==> config.mk <==
export PLATFORM = sky130hd
export DESIGN_NAME = mem_arbiter
export DESIGN_NICKNAME = d
export VERILOG_FILES = /design/src/rtl/mem_arbiter.sv
export SDC_FILE = /design/constraint.sdc
export NUM_CORES = 1
export LEC_CHECK = 0
export CORE_MARGIN = 10
export CORE_UTILIZATION = 37
export CTS_BUF_LIST = sky130_fd_sc_hd__clkbuf_8
export DETAILED_ROUTE_END_ITERATION = 10
export PLACE_DENSITY = 0.78
export SYNTH_ARGS = -nofsm -noshare
export SYNTH_HDL_FRONTEND = slang
export SYNTH_SLANG_ARGS = --single-unit
==> constraint.sdc <==
create_clock -name clk -period 2.1 [get_ports clk]
set_input_delay 0.21 -clock clk [delete_from_list [all_inputs] [get_ports clk]]
set_output_delay 0.21 -clock clk [all_outputs]
set_load 0.005 [all_outputs]
==> src/rtl/mem_arbiter.sv <==
// mem_arbiter: two-port req/ack arbiter and sequencer for a single-port memory, 3 cycles per access.
// Define MEM_ARB_RR_EN for round-robin tie-break; when undefined port 0 wins every tie.
module mem_arbiter #(
    parameter int unsigned ADDR_W = 16,
    parameter int unsigned DATA_W = 16
) (
    input  logic              clk,
    input  logic              reset,
    input  logic              p0_req,
    input  logic              p0_we,
    input  logic [ADDR_W-1:0] p0_addr,
    input  logic [DATA_W-1:0] p0_wdata,
    output logic              p0_ack,
    output logic [DATA_W-1:0] p0_rdata,
    input  logic              p1_req,
    input  logic              p1_we,
    input  logic [ADDR_W-1:0] p1_addr,
    input  logic [DATA_W-1:0] p1_wdata,
    output logic              p1_ack,
    output logic [DATA_W-1:0] p1_rdata,
    output logic              mem_we,
    output logic [ADDR_W-1:0] mem_addr,
    output logic [DATA_W-1:0] mem_wdata,
    input  logic [DATA_W-1:0] mem_rdata,
    output logic              busy
);

`ifdef MEM_ARB_RR_EN
    localparam bit RR_EN = 1'b1;
`else
    localparam bit RR_EN = 1'b0;
`endif

    typedef enum logic [1:0] {IDLE, ACCESS, DONE} state_t;

    state_t              state_q, state_d;
    logic                cmd_we_q, cmd_we_d;
    logic [ADDR_W-1:0]   cmd_addr_q, cmd_addr_d;
    logic [DATA_W-1:0]   cmd_wdata_q, cmd_wdata_d;
    logic                cur_id_q, cur_id_d;
    logic                last_grant_q, last_grant_d;
    logic [DATA_W-1:0]   p0_rdata_q, p0_rdata_d;
    logic [DATA_W-1:0]   p1_rdata_q, p1_rdata_d;
    logic                grant_id;

    // A lone requester wins outright; a tie goes to the port not granted last (RR) or port 0.
    always_comb begin
        if (p0_req && p1_req) begin
            grant_id = RR_EN ? ~last_grant_q : 1'b0;
        end else begin
            grant_id = p1_req;
        end
    end

    always_comb begin
        state_d      = state_q;
        cmd_we_d     = cmd_we_q;
        cmd_addr_d   = cmd_addr_q;
        cmd_wdata_d  = cmd_wdata_q;
        cur_id_d     = cur_id_q;
        last_grant_d = last_grant_q;
        p0_rdata_d   = p0_rdata_q;
        p1_rdata_d   = p1_rdata_q;
        unique case (state_q)
            IDLE: begin
                if (p0_req || p1_req) begin
                    state_d     = ACCESS;
                    cur_id_d    = grant_id;
                    cmd_we_d    = grant_id ? p1_we    : p0_we;
                    cmd_addr_d  = grant_id ? p1_addr  : p0_addr;
                    cmd_wdata_d = grant_id ? p1_wdata : p0_wdata;
                end
            end
            ACCESS: begin
                state_d = DONE;
                if (!cmd_we_q) begin
                    if (cur_id_q) p1_rdata_d = mem_rdata;
                    else          p0_rdata_d = mem_rdata;
                end
            end
            DONE: begin
                state_d      = IDLE;
                last_grant_d = cur_id_q;
            end
            default: state_d = IDLE;
        endcase
    end

    always_ff @(posedge clk or posedge reset) begin
        if (reset) begin
            state_q      <= IDLE;
            cmd_we_q     <= 1'b0;
            cmd_addr_q   <= '0;
            cmd_wdata_q  <= '0;
            cur_id_q     <= 1'b0;
            last_grant_q <= 1'b1;
            p0_rdata_q   <= '0;
            p1_rdata_q   <= '0;
        end else begin
            state_q      <= state_d;
            cmd_we_q     <= cmd_we_d;
            cmd_addr_q   <= cmd_addr_d;
            cmd_wdata_q  <= cmd_wdata_d;
            cur_id_q     <= cur_id_d;
            last_grant_q <= last_grant_d;
            p0_rdata_q   <= p0_rdata_d;
            p1_rdata_q   <= p1_rdata_d;
        end
    end

    // Decoded from registers only, so reset clears mem_we without waiting for a clock.
    assign mem_we    = (state_q == ACCESS) && cmd_we_q;
    assign mem_addr  = cmd_addr_q;
    assign mem_wdata = cmd_wdata_q;
    assign busy      = (state_q != IDLE);
    assign p0_ack    = (state_q == DONE) && !cur_id_q;
    assign p1_ack    = (state_q == DONE) && cur_id_q;
    assign p0_rdata  = p0_rdata_q;
    assign p1_rdata  = p1_rdata_q;

endmodule

Word-level counts from Yosys, hierarchy flattened
Cells that the tools add are included.
{ "totals": {"out_inout_bits": 68, "elab_cells": 29, "register_bits": 68, "input_bits": 86} }
{ "classes": {"eq_ne": 3, "reduce_logical": 11, "mux": 6, "bitwise_logic": 2} }
{ "ops": {"columns": ["op", "count"], "rows": [
  ["$mux W16", 2],
  ["$reduce_and A3 Y1", 2],
  ["$logic_and A1 B1 Y1", 4],
  ["$pmux W2 S2", 1],
  ["$eq A2 B1 Y1 const B", 1],
  ["$eq A2 B2 Y1 const B", 1],
  ["$logic_not A2 Y1", 1],
  ["$mux W1", 2],
  ["$mux W2", 1],
  ["$ne A2 B2 Y1 const B", 1],
  ["$not A1 Y1", 2],
  ["$reduce_and A2 Y1", 1],
  ["$reduce_bool A2 Y1", 1],
  ["$logic_not A1 Y1", 1],
  ["$logic_or A1 B1 Y1", 1]
]} }

Longest topological paths before layout
{ "logic_depth": {"word_depth": 3, "depth_mapped": 5, "mapped_depth_nobuf": 3} }

Least setup slack after synthesis
OpenSTA, ideal clock, no wires.
{ "synth_timing": {"path_type": "register -> register", "from": "register state_q[1]", "to": "register cmd_we_q", "t_required_ps": 1975, "n_path_buf": 2, "arrival_ps": 1371, "slack_ps": 604, "stages_incl_launch_ff": 6, "synth_period_minus_slack_ps": 1496, "setup_ps": 125, "path_cell_list": "dfrtp_1 -> nor2_1 -> o21a_1 -> buf_2 -> buf_4 -> mux2_2"} }
{ "synth_between": {"elab_chain_len": 2} }
{ "synth_lines": {"columns": ["item", "line_no", "source"], "rows": [
  ["start, declared", "36", "state_t state_q, state_d;"],
  ["start signal, assigned", "100", "state_q <= state_d;"],
  ["$logic_not A2 Y1", "64", "unique case (state_q)"],
  ["$reduce_and A2 Y1 (no line)", null, null],
  ["end signal, assigned", "101", "cmd_we_q <= cmd_we_d;"],
  ["end, declared", "37", "logic cmd_we_q, cmd_we_d;"]
]} }
No other way between the ends.
A chain may end at the register's enable or synchronous reset.

Final worst setup path
{ "layout_timing": {"from": "register state_q[1]", "to": "output port mem_we"} }
{ "layout_between": {"elab_chain_len": 2} }
{ "layout_lines": {"columns": ["item", "line_no", "source"], "rows": [
  ["$eq A2 B1 Y1", "112", "assign mem_we = (state_q == ACCESS) && cmd_we_q;"],
  ["$logic_and A1 B1 Y1", "112", null],
  ["end, declared", "21", "output logic mem_we,"]
]} }
No other way between the ends.

==> summary.md <==
| Metric | Value |
|---|---|
| GP Congestion | `0.728` |
| Placed Area | `4680 sq um` |
| Worst reg2reg path endpoint | `mem_wdata[10]` |
| First-pass GRT wire length | `13200 microns` |
| Slew headroom | `71.8%` |
| Final setup viols | `0` |
| CTS tree | `built` |
| Most frequent cells after synthesis | `87 x mux2_2, 68 x dfrtp_1, 10 x mux2_4` |
| Synth Area in Simple Gates | `2.54%` |
| Status | `finished clean` |
| Post-Synth XOR/XNOR Area | `0%` |
| DR WL/cell | `17.9 microns` |
| Seq cells post-synth | `68` |
| Post-synth EDFFs | `0` |
| Hold WC Path Type | `primary input to async pin` |
| Share of the synthesized area in the top cell type | `55.7%` |
| Min Hold Slack | `257 ps` |
| Tot Pwr | `6.72 mW` |
| Crit. Startpoint | `state_q[1]` |
| Layout cell share with drive strength beyond 1 | `34.9%` |
| Die Span Y | `111 microns` |
| Pleak | `2.02 nW` |
| Critical path launch point type | `register` |
| Final hold vios | `0` |
| Worst R2R Setup Slack | `530 ps` |
| Tot GR Track Use | `13.2%` |
| Initial Util | `37.6%` |
| Synth Area in Compound Gates | `0.573%` |
| Routing usage on met3 | `6.87%` |
| Setup crit end kind | `output pin` |
| I/O Pins | `154` |
| Detail Placement HPWL | `6240 microns` |
| Max-Cap Viols | `0` |
| Top FF cell, synth | `dfrtp_1` |
| Synth top area cells | `dfrtp_1 56%, mux2_2 32%, mux2_4 4.9%` |
| Reg clk slew, reported paths | `80 ps` |
| Cell taking the most area after synthesis | `dfrtp_1` |
| Critical Path End | `mem_we` |
| Syn nets | `276` |
| GRT busiest layer | `met2` |
| Worst vdd ir | `0.843 mV` |
| Largest family of logic cells by synthesized area | `multiplexers` |
| Vias in the first global route | `2419` |
| Unique masters post-synth | `18` |
| Die width | `111 microns` |
| Fin cells | `457` |
| Multiplexer area fraction after synthesis | `37.3%` |
| Setup CP Type | `register to output pin` |
| Power per cell area | `1370 nW/um^2` |
| TritonRoute pass-1 iters | `3` |
| Area Growth Syn to Fin | `61.1%` |
| Synthesized instance count | `190` |
| Met1 Use GR | `15.1%` |
| Syn Area/Cell | `16.1 sq um` |
| Fin crit share | `84.9%` |
| Fin crit period | `1780 ps` |
| N_diodes | `0` |
| Postcts setup bufs | `0` |
| Setup Skew | `9.65 ps` |
| Part of the Yosys area used for sequential elements | `55.7%` |
| Hold-fix buffers, CTS | `0` |
| Critical-path maximum fanout | `4` |
| DRT Wirelength | `8190 microns` |
| Fin worst setup slack | `318 ps` |
| Worst slew pin tran | `423 ps` |
| Pre-CTS WS | `257 ps` |
| Residual DRC | `0` |
| R2r worst-path depth | `4` |
| Via count | `2123` |
| Count leader, synth | `mux2_2` |
| DRT iter0 DRCs | `57` |
| Standard-cell rows | `33` |
| CTS H-Tree Depth | `3` |
| RSZ-0062 raised after global routing | `no` |
| Vias per cell | `4.65` |
| GR Layer Usage met2 | `20.5%` |
| Final instance area | `4920 sq um` |
| Core area | `8130 sq um` |
| Routed Antenna Nets | `0` |
| CTS root buffer | `clkbuf_8` |
| Worst path arrival time | `1570 ps` |
| Nets | `433` |
| Fin util | `60.5%` |
| # port buffers | `153` |
| Initial antenna violation count | `0` |
| Max Clk Rate | `561 MHz` |
| CTS max path bufs | `2` |
| Total gr overflow | `0` |
| Synth Area in Adders | `0%` |
| Setup TNS | `0 ps` |
| CTS buffer count | `9` |
| Worst Path Required | `1890 ps` |
| Die Area | `12300 sq um` |
| CTS-repair resized insts | `0` |
| FF-to-FF Start | `state_q[1]` |
| Fraction of registers with async set/reset | `100%` |
| Final Max Tran Viols | `0` |
| Placed Instances | `441` |
| Latest clock arrival within the worst-skew pair | `340 ps` |
| Largest net degree at the start of global routing | `69` |
| TritonCTS Sinks | `68` |
| Post-synthesis cell area | `3060 sq um` |
| YS warnings | `0` |
[logic make-up (layout without fill, tap and decap cells)]
family          after synthesis  in the layout
compound gates                3              3
buf+inv                      13            175
flops                        68             68
mux                          98             98
simple gates                  8              8
[registers in the layout, summed over array words and instances, names as in the netlist]
| signal | flops |
|---|---|
| mem_addr | 16 |
| state_q | 2 |
| p1_rdata | 16 |
| cur_id_q | 1 |
| cmd_we_q | 1 |
| mem_wdata | 16 |
| p0_rdata | 16 |
[layout make-up]
class / count / area, sq um
fill: 656 / 3210
multi-input combinational: 109 / 1240
sequential: 68 / 1700
clock buffer: 9 / 124
timing repair buffer: 157 / 1600
tap: 105 / 131
clock inverter: 7 / 124
inverter: 2 / 7.51
[cells in the final DEF, fill, tap and decap left out]
cell type        instances
a21oi_1                  2
and2_2                   1
and3b_2                  2
buf_12                   3
buf_4                    1
bufinv_16                3
clkbuf_8                 9
clkdlybuf4s50_1        153
clkinv_4                 2
clkinvlp_4               1
dfrtp_1                 68
inv_1                    1
inv_2                    1
inv_6                    1
mux2_1                   1
mux2_2                  87
mux2_4                  10
nand2b_1                 1
nor2_1                   1
nor2b_4                  1
nor3b_1                  1
nor3b_4                  1
o21a_1                   1
[how the worst min path moves through the flow]
stage	startpoint	endpoint	slack, ps	depth (start not counted)
final	reset	mem_addr[2]	260	3
after global routing	reset	mem_addr[2]	290	3
after CTS	reset	mem_addr[2]	260	3
after detailed placement	mem_wdata[12]	mem_wdata[12]	490	1
after global placement	mem_wdata[12]	mem_wdata[12]	490	1
after floorplan	p0_req	cur_id_q	300	1
[critical path, stage by stage (launching register included)]
cell	delay, ps
dfrtp_1	430
nor2b_4	150
and2_2	140
clkdlybuf4s50_1	520
[power by group]
group	internal, mW	switching, mW
Sequential	1.99	0.377
Clock	0.797	0.518
Combinational	2.13	0.913
[per-layer routing]
metal | wire (microns) | vias up
li1 | - | 989
met1 | 3290 | 1027
met2 | 3860 | 98
met3 | 925 | 9
met4 | 112 | 0
met5 | 0 | -
(Power assumes the default switching activity.)
